File: config.mk
export PLATFORM = sky130hd
export DESIGN_NAME = seg_scan_ctrl
export DESIGN_NICKNAME = d
export VERILOG_FILES = /design/src/rtl/seg_scan_ctrl.sv
export SDC_FILE = /design/constraint.sdc
export NUM_CORES = 1
export LEC_CHECK = 0
export CAP_MARGIN = 15
export CELL_PAD_IN_SITES_DETAIL_PLACEMENT = 1
export CELL_PAD_IN_SITES_GLOBAL_PLACEMENT = 1
export CORE_MARGIN = 1.5
export CORE_UTILIZATION = 46
export CTS_BUF_LIST = sky130_fd_sc_hd__clkbuf_16
export DETAILED_ROUTE_END_ITERATION = 10
export MAX_ROUTING_LAYER = met4
export PLACE_DENSITY_LB_ADDON = 0.1
export SLEW_MARGIN = 5
export SYNTH_ARGS = -nofsm -noshare
export SYNTH_HDL_FRONTEND = slang
export SYNTH_SLANG_ARGS = --single-unit
File: constraint.sdc
create_clock -name clk -period 3.4 [get_ports clk]
set_input_delay 1.02 -clock clk [delete_from_list [all_inputs] [get_ports clk]]
set_output_delay 1.02 -clock clk [all_outputs]
set_load 0.02 [all_outputs]
File: src/rtl/seg_scan_ctrl.sv
// Four-digit multiplexed hex display scanner with anti-ghost gaps and frame-synchronous value update.
// Latency: outputs registered; a loaded value appears at the next digit-0 SHOW entry (frame boundary).
// No backpressure: load is a strobe, last load wins; optional macro LEADING_ZERO_BLANK_EN suppresses leading zero digits.
module seg_scan_ctrl #(
  parameter int DIV = 50000,
  parameter int GAP = 16
) (
  input  logic        clk,
  input  logic        rst,
  input  logic [15:0] value,
  input  logic        load,
  input  logic [3:0]  blank,
  output logic [3:0]  nibble,
  output logic [3:0]  dig_n,
  output logic        upd_ack,
  output logic        frame
);

  localparam int MAXC = (DIV > GAP) ? DIV : GAP;
  localparam int CW   = $clog2(MAXC + 1);
  localparam logic [CW-1:0] GAP_LAST = CW'(GAP - 1);
  localparam logic [CW-1:0] DIV_LAST = CW'(DIV - 1);

  typedef enum logic {ST_GAP, ST_SHOW} state_t;

  state_t        state;
  logic [1:0]    idx;
  logic [CW-1:0] cnt;
  logic [15:0]   active;
  logic [15:0]   pending;
  logic          pend_valid;

  logic          gap_done;
  logic          show_done;
  logic          xfer;
  logic [15:0]   act_next;
  logic [3:0]    nib_next;
  logic [3:0]    lz_blank;
  logic [3:0]    en_mask;

  // Next-cycle digit content: the transferred value is used on the very edge it becomes active,
  // so the first digit-0 slot of a new frame never shows the previous value.
  always_comb begin
    gap_done  = (state == ST_GAP)  && (cnt == GAP_LAST);
    show_done = (state == ST_SHOW) && (cnt == DIV_LAST);
    xfer      = gap_done && (idx == 2'd0) && pend_valid;
    act_next  = xfer ? pending : active;
    nib_next  = act_next[{idx, 2'b00} +: 4];
    lz_blank  = 4'b0000;
`ifdef LEADING_ZERO_BLANK_EN
    lz_blank[1] = (act_next[15:4]  == 12'h000);
    lz_blank[2] = (act_next[15:8]  == 8'h00);
    lz_blank[3] = (act_next[15:12] == 4'h0);
`endif
    en_mask   = (4'b0001 << idx) & ~blank & ~lz_blank;
  end

  // Scan FSM with registered digit outputs and the pending/active double buffer.
  always_ff @(posedge clk) begin
    if (rst) begin
      state      <= ST_GAP;
      idx        <= 2'd0;
      cnt        <= '0;
      active     <= 16'h0000;
      pending    <= 16'h0000;
      pend_valid <= 1'b0;
      nibble     <= 4'h0;
      dig_n      <= 4'b1111;
      upd_ack    <= 1'b0;
      frame      <= 1'b0;
    end else begin
      upd_ack <= 1'b0;
      frame   <= 1'b0;

      // A load on the transfer edge lands here after the old pending was consumed below.
      if (load) begin
        pending    <= value;
        pend_valid <= 1'b1;
      end

      case (state)
        ST_GAP: begin
          dig_n <= 4'b1111;
          if (gap_done) begin
            state  <= ST_SHOW;
            cnt    <= '0;
            nibble <= nib_next;
            dig_n  <= ~en_mask;
            if (idx == 2'd0) begin
              frame <= 1'b1;
            end
            if (xfer) begin
              active  <= pending;
              upd_ack <= 1'b1;
              if (!load) begin
                pend_valid <= 1'b0;
              end
            end
          end else begin
            cnt <= cnt + 1'b1;
          end
        end
        ST_SHOW: begin
          if (show_done) begin
            state <= ST_GAP;
            cnt   <= '0;
            idx   <= idx + 2'd1;
            dig_n <= 4'b1111;
          end else begin
            cnt    <= cnt + 1'b1;
            nibble <= nib_next;
            dig_n  <= ~en_mask;
          end
        end
        default: begin
          state <= ST_GAP;
          cnt   <= '0;
          dig_n <= 4'b1111;
        end
      endcase
    end
  end

endmodule

## Yosys cells after proc, flatten, opt, wreduce, memory -nomap -nowiden

Cells that the tools add are included.

- Add/subtract/negate cells: 2
- Reduce and logical (&&, ||, !) cells: 9
- Bitwise logic cells: 5
- Muxes and demuxes: 20
- Shifts and indexed selects: 2
- Equality and inequality tests: 4

Operators by type and width:

| operator | count |
|---|---|
| $mux 16 | 3 |
| $pmux 16 s2 | 1 |
| $add 16x1->16 const B | 1 |
| $eq 16x16->1 const B | 1 |
| $eq 16x4->1 const B | 1 |
| $mux 4 | 4 |
| $pmux 4 s2 | 2 |
| $shiftx 16x5->4 | 1 |
| $mux 1 | 9 |
| $not 4->4 | 2 |
| $reduce_and 2->1 | 3 |
| $and 4x4->4 | 1 |
| $logic_and 1x1->1 | 4 |
| $ne 2x2->1 const B | 2 |
| $shl 1x2->4 const A | 1 |
| $reduce_or 3->1 | 1 |
| $add 2x1->2 const B | 1 |
| $logic_not 2->1 | 1 |
| $not 1->1 | 2 |
| $pmux 1 s2 | 1 |

- Register bits after elaboration: 62
- Logic and storage cells: 52
- Input bits: 23
- Output and inout bits: 10

## Longest topological paths before layout

Gate-level depths: netlist (run 1).

- Depth in word-level cells: 8
- Depth in mapped cells: 9
- Mapped depth without buffers: 6

## Worst setup path before layout (run 1)

Ideal clock, no wire load.

- Path type: input port to flip-flop
- From: input load
- To: register pending[0]
- Setup slack: 1170 ps
- Arrival: 2102 ps
- Required time: 3272 ps
- Stages: 4
- Path through: clkbuf_1 > clkbuf_1 > mux2i_1 > nor2_1

RTL lines:

| item | RTL line | text |
|---|---|---|
| start, declared | 11 | `input logic load,` |
| end signal, assigned | 77 | `pending <= value;` |
| end, declared | 30 | `logic [15:0] pending;` |

## Final worst setup path (run 1)

- From: register cnt[9]
- To: register nibble[2]

- Longest elaborated chain between the ends: 8
- Elaborated cells on any way between the ends: 14
- Classes of those cells: eq/ne (4); shift (1); mux (4); reduce/logical (5)

Ends and longest elaborated chain:

| item | RTL line | text |
|---|---|---|
| start, declared | 28 | `logic [CW-1:0] cnt;` |
| start signal, assigned | 100 | `cnt <= cnt + 1'b1;` |
| start signal, assigned | 110 | `cnt <= cnt + 1'b1;` |
| $eq 16x4->1 | 44 | `gap_done = (state == ST_GAP) && (cnt == GAP_LAST);` |
| $logic_and 1x1->1 | 44 |  |
| $logic_and 1x1->1 (2 in series) | 46 | `xfer = gap_done && (idx == 2'd0) && pend_valid;` |
| $mux 16 | -- |  |
| $shiftx 16x5->4 | 48 | `nib_next = act_next[{idx, 2'b00} +: 4];` |
| $mux 4, on equally long branches | 104, 84 |  |
| $pmux 4 s2 | 81 | `case (state)` |
| end signal, assigned | 87 | `nibble <= nib_next;` |
| end signal, assigned | 111 | `nibble <= nib_next;` |
| end, declared | 13 | `output logic [3:0] nibble,` |

Several ways; a longest one is shown, not always the timed one. The select of a mux whose other input is x is not followed.
A chain may end at the register's enable or synchronous reset.

==> out/metrics.yaml, run 1 <==
vias: 1874
fillCellCount: 599
synth_seq_area_share_pct: 47.6
hpwl_um: 3830
fp.dieH_um: 78.3
start_util_pct: 47.4
finalCritPeriodShare_pct: 77.2
drc: 0
grt_first_pass_wirelength_um: 9570
htree_levels: 3
mostFrequentLayoutCells: "dfxtp_1 (62), nor2_1 (57), mux2i_1 (33), clkdlybuf4s50_1 (32), xnor2_1 (13)"
max_stage_delay_ns: 0.55
firstDrtPassIters: 4
synth-edff-count: 0
avgSynthCellArea_um2: 10.6
use_met3_pct: 5.58
place.port_buffers: 32
via_per_inst: 5.25
yosys_warnings: 0
syn_area_mm2: 0.00261
io_pins: 33
max_slew_margin_pct: 59.0
top_usage_layer: "met2"
diodes: 0
numCtsBuffers: 9
use_met2_pct: 34.6
maxSlewViolCount: 0
globalRouteOverflowTotal: 0
hp-start: "cnt[0]"
clk_latency_ns: 0.32
hold_buffers: 0
cts_sinks: 62
setup_viol_count_final: 0
ant_nets: 0
wl_per_cell_um: 15.8
rrSetupSlack_ns: 0.78
worstRegToRegCells: 6
cap_violations: 0
die_x_um: 78.3
drive_above_1_share_pct: 9.47
synth_seq_cells: 62
drtIter0Drc: 53
vdd_drop_max_mv: 0.294
tightest_slew_ns: 0.616
holdWs_ns: 0.485
coreArea_mm2: 0.00551
tritoncts: "built"
p_leak_uw: 0.00140
syn-num-nets: 274
critPathLaunchType: "flop"
grt_use_total_pct: 20.9
cts_root_buffer: "clkbuf_16"
rsz0062_at_grt: "false"
required_ns: 3.61
drt_wl_total_um: 5630
worst_setup_path_end_kind: "flop"
async_reset_ff_share_pct: 0
placementRows: 27
crit_slowest_cell: "or4_4"
netlist_instances: 246
use_met1_pct: 24.9
clk_pin_slew_ns: 0.05
power_density_mw_per_mm2: 497
area_delta_synth_final_pct: 23.7
dieArea_mm2: 0.00613
fin_tns_setup_ns: 0
antenna_found_initial: 0
path_cells: "or4_4, nor3_4, nand4_4, buf_4, mux4_1, a221o_1"
clock.fmax_mhz: 381
grt_max_degree: 27
crit_buf_inv: 1
ys.flop_type: "dfxtp_1"
layout_commonest_cell: "dfxtp_1"
whs_path_depth: 1
arrival_ns: 2.83
timing_worst_setup_path_type: "flop to flop"
rr_startpoint: "cnt[9]"
grt_pass1_vias: 1977
skew_ns: 0.00575
hold_viol: 0
post_cts.repair.setup_buffers: 0
fin_crit_ns: 2.62
gp_congestion: 0.745
num-nets-final: 309
synth_cell_type_count: 33
cts_buffer_depth: 2
min_path_type: "flop to flop"
path_delay_family: "simple AND/OR/NAND/NOR gates"
cp_max_fo: 18
status: "complete, no violations"
cts_resized: 0
r2r-end: "nibble[2]"
whs_endpoint: "cnt[0]"
## cell type report
cell class	count	area, um^2	area share [%]
Multi-Input combinational cell	165	1270	39.4
Sequential cell	62	1240	38.4
Timing Repair Buffer	36	350	10.8
Clock buffer	9	225	6.97
Tap cell	72	90.1	2.79
Inverter	7	26.3	0.814
Clock inverter	6	25.0	0.775
## power by group
part / switching (uW) / internal, uW / total (uW)
clock: 302 / 475 / 777
sequential: 14.0 / 743 / 757
combinational: 28.6 / 43.0 / 71.6
total: 345 / 1260 / 1610
## per-layer routing
layer | part of all wire, % | wire length, um | up-vias
met5 | 0 | 0 | -
met4 | 1.2 | 70 | 0
met3 | 2.6 | 146 | 5
met2 | 51 | 2850 | 25
met1 | 46 | 2570 | 918
li1 | - | - | 926
## cell families (layout without fill, tap and decap cells)
family,Yosys count,count (layout),synth area share [%]
AOI/OAI and AO/OA,10,10,3.07
xor gates and xnor gates,15,15,5.03
adders and majority gates,5,5,2.40
buffers and inverters,19,58,3.74
DFF,62,62,47.6
muxes,41,41,20.3
and+or+nand+nor,94,94,17.9
## worst register-to-register path: stages, from the launching register on
cell	delay [ns]
dfxtp_1	0.34
or4_4	0.55
nor3_4	0.26
nand4_4	0.41
buf_4	0.34
mux4_1	0.26
a221o_1	0.37
## how the worst max path moves through the flow
| stage | from | to | slack [ns] | cells past startpoint |
|---|---|---|---|---|
| floorplan | load | pending[0] | 1.17 | 4 |
| global placement | cnt[9] | nibble[3] | 0.86 | 5 |
| detailed placement | cnt[9] | nibble[3] | 0.79 | 5 |
| CTS | cnt[9] | nibble[2] | 0.77 | 6 |
| global route | cnt[9] | nibble[1] | 0.65 | 6 |
| finish | cnt[9] | nibble[2] | 0.78 | 6 |
## metrics by stage
| step | total power, uW | setup WS (ns) | instance area (um^2) | util (%) | std cells |
|---|---|---|---|---|---|
| after floorplan | 805 | 1.17 | 2610 | - | 246 |
| after global placement | 841 | 0.862 | 2980 | 54.1 | 342 |
| after detailed placement | 843 | 0.793 | 2980 | 54.1 | 342 |
| after CTS | 1620 | 0.765 | 3230 | 58.6 | 357 |
| after global routing | 1660 | 0.647 | 3230 | 58.6 | 357 |
| final | 1610 | 0.777 | 3230 | 58.6 | 357 |
## synth_stat cells (all sizes together), types with 2 or more instances
library cell | instances | share of area (%)
a211oi | 2 | 0.58
a21oi | 3 | 0.58
a221o | 4 | 1.5
and3 | 8 | 2.1
buf | 3 | 0.91
clkbuf | 9 | 1.8
dfxtp | 62 | 48
ha | 5 | 2.4
inv | 7 | 1.0
mux2i | 33 | 13
mux4 | 8 | 7.6
nand2 | 3 | 0.43
nand3 | 6 | 1.2
nand3b | 4 | 1.2
nand4 | 4 | 1.5
nor2 | 57 | 8.2
nor3 | 6 | 1.6
nor4 | 2 | 0.48
xnor2 | 13 | 4.4
xor2 | 2 | 0.67
## sequential cells by signal (all words and copies together) (netlist names), 2 cells and up
name	flops
nibble	4
idx	2
cnt	16
pending	16
active	16
dig_n	4
(Power assumes the default switching activity.)
==> inputs of run 2 (changes only) <==
--- a/config.mk
+++ b/config.mk
@@ -9,7 +9,7 @@
 export CELL_PAD_IN_SITES_DETAIL_PLACEMENT = 1
 export CELL_PAD_IN_SITES_GLOBAL_PLACEMENT = 1
 export CORE_MARGIN = 1.5
-export CORE_UTILIZATION = 46
+export CORE_UTILIZATION = 43
 export CTS_BUF_LIST = sky130_fd_sc_hd__clkbuf_16
 export DETAILED_ROUTE_END_ITERATION = 10
 export MAX_ROUTING_LAYER = met4
==> constraint.sdc (replaced) <==
create_clock -name clk -period 2.6 [get_ports clk]
set_input_delay 0.78 -clock clk [delete_from_list [all_inputs] [get_ports clk]]
set_output_delay 0.78 -clock clk [all_outputs]
set_load 0.02 [all_outputs]
==> out/metrics.yaml, run 2 (synthesis gave the netlist of run 1 again) <==
crit_slowest_cell: "or4_4"
drc: 0  # unchanged
power_density_mw_per_mm2: 727  # +46%
clock.fmax_mhz: 408  # +7.1%
top_layer: "met4"
p_switching_uw: 475  # +38%
min_path_type: "flop to flop"
max_stage_delay_ns: 0.55  # about the same
antenna_found_initial: 0  # unchanged
coreArea_mm2: 0.00589  # +6.9%
num-nets-final: 312  # +0.97%
whs_endpoint: "cnt[0]"
tritoncts: "built"
worst_setup_path_end_kind: "flop"
placementRows: 28  # +3.7%
cts_buffer_depth: 2  # unchanged
cts_sinks: 62  # unchanged
hold_viol: 0  # unchanged
vias: 1906  # +1.7%
intPower_uw: 1960  # +55%
wl_met1_um: 2540  # -1.2%
r2r-end: "nibble[0]"
p_leak_uw: 0.00145  # +2.9%
p_sw_share_pct: 19.5  # -2.0 points
firstDrtPassIters: 4  # unchanged
hp-start: "cnt[0]"
vdd_drop_max_mv: 0.480  # +63%
critPathLaunchType: "flop"
cts_resized: 0  # unchanged
rr_startpoint: "cnt[9]"
place.port_buffers: 32  # unchanged
crit_buf_inv: 1  # unchanged
ant_nets: 0  # unchanged
path_delay_family: "simple AND/OR/NAND/NOR gates"
wl_per_cell_um: 15.7  # -0.30%
dr_wl_met2_um: 2960  # +4.0%
die_x_um: 80.9  # +3.3%
tightest_slew_ns: 0.717  # +0.102 ns
gp_congestion: 0.758  # +1.7%
required_ns: 2.81  # -0.80 ns
post_cts.repair.setup_buffers: 0  # unchanged
arrival_ns: 2.66  # -0.17 ns
pwr-share-comb_pct: 3.9  # -0.6 points
drive_above_1_share_pct: 12.1  # +2.6 points
grt_use_total_pct: 20.6  # -0.39 points
rsz0062_at_grt: "false"
cp_max_fo: 11  # -7
cap_violations: 0  # unchanged
rrSetupSlack_ns: 0.15  # -0.63 ns
diodes: 0  # unchanged
grt_first_pass_wirelength_um: 9580  # about the same
via_per_inst: 5.24  # -0.25%
dieArea_mm2: 0.00655  # +6.7%
skew_ns: 0.00373  # -0.00202 ns
hpwl_um: 3810  # -0.53%
clkPwrFrac_pct: 55.4  # +7.0 points
cts_root_buffer: "clkbuf_16"
drt_wl_total_um: 5720  # +1.7%
area_delta_synth_final_pct: 28.1
fillCellCount: 631  # +5.3%
clk_pin_slew_ns: 0.05  # about the same
hold_buffers: 0  # unchanged
p_seq_share_pct: 40.7  # -6.5 points
reg_top3: "active x16, cnt x16, pending x16"
io_pins: 33  # unchanged
instances_no_fill: 364  # +2.0%
status: "complete, no violations"
drtIter0Drc: 52  # -1.9%
setup_viol_count_final: 0  # unchanged
start_util_pct: 44.3  # -3.1 points
fp.dieH_um: 80.9  # +3.3%
layout_commonest_cell: "dfxtp_1"
maxSlewViolCount: 0  # unchanged
fin_crit_ns: 2.45  # -0.173 ns
globalRouteOverflowTotal: 0  # unchanged
mostFrequentLayoutCells: "dfxtp_1 (62), nor2_1 (57), mux2i_1 (33), clkdlybuf4s50_1 (32), xnor2_1 (13)"
numCtsBuffers: 9  # unchanged
finalCritPeriodShare_pct: 94.2  # +17 points
timing_worst_setup_path_type: "flop to flop"
dr_wl_met3_um: 176  # +21%
worstRegToRegCells: 6  # unchanged
fin_tns_setup_ns: 0  # unchanged
dpl.cell_count: 348  # +1.8%
htree_levels: 3  # unchanged
grt_max_degree: 35  # +30%
path_cells: "or4_4, nor3_4, nand4_4, buf_4, mux4_2, a221o_1"
clk_latency_ns: 0.32  # about the same
whs_path_depth: 1  # unchanged
max_slew_margin_pct: 51.9  # -7.1 points
grt_pass1_vias: 1952  # -1.3%
run 2: changes by cell type in the layout (fill, tap and decap cells not counted), sizes merged:
cell	before	now
inv	11	7
buf	4	7
bufinv	0	3
clkinv	2	3
clkinvlp	0	1
run 2: worst max path at each step:
| stage | start | cells after the start | endpoint | slack [ns] |
|---|---|---|---|---|
| finish | cnt[9] | 6 | nibble[0] | 0.15 |
| global route | cnt[0] | 7 | nibble[0] | 0.03 |
| CTS | cnt[9] | 6 | nibble[0] | 0.13 |
| detailed placement | cnt[9] | 6 | nibble[0] | 0.14 |
| global placement | cnt[9] | 6 | nibble[0] | 0.21 |
| floorplan | cnt[0] | 7 | nibble[1] | 0.42 |
run 2: area by class of cell:
cell class / instances / area (um^2) / area share [%]
flip-flops and latches: 62 / 1240 / 37.1
clock inverters: 7 / 113 / 3.37
repair buffers: 39 / 373 / 11.2
clock buffers: 9 / 225 / 6.74
inverters: 7 / 26.3 / 0.786
multi-input cells: 165 / 1270 / 38.0
well taps: 75 / 93.8 / 2.81
run 2: metrics by stage:
step                      hold slack, ns  setup slack, ns  power (uW)  cell area, um^2  util (%)
after floorplan                    0.442            0.422        1050             2610         -
after global placement             0.460            0.207        1100             3010      51.1
after detailed placement           0.473            0.142        1100             3010      51.1
after CTS                          0.484            0.130        2460             3340      56.8
after global routing               0.514           0.0342        2510             3340      56.8
final                              0.479            0.150        2430             3340      56.8
run 2: per-layer routing:
layer	GRT usage, %	up-vias
met5	-	-
met4	7.93	0
met3	7.19	6
met2	34.8	27
met1	22.1	940
li1	-	933
run 2: power groups by stage:
stage                     clock [uW]  sequential [uW]  combinational (uW)
final                           1350              990                94.0
after global routing            1420              992                 105
after CTS                       1370              990                96.0
after detailed placement           0             1010                94.9
after global placement             0             1010                92.8
after floorplan                    0             1000                50.3
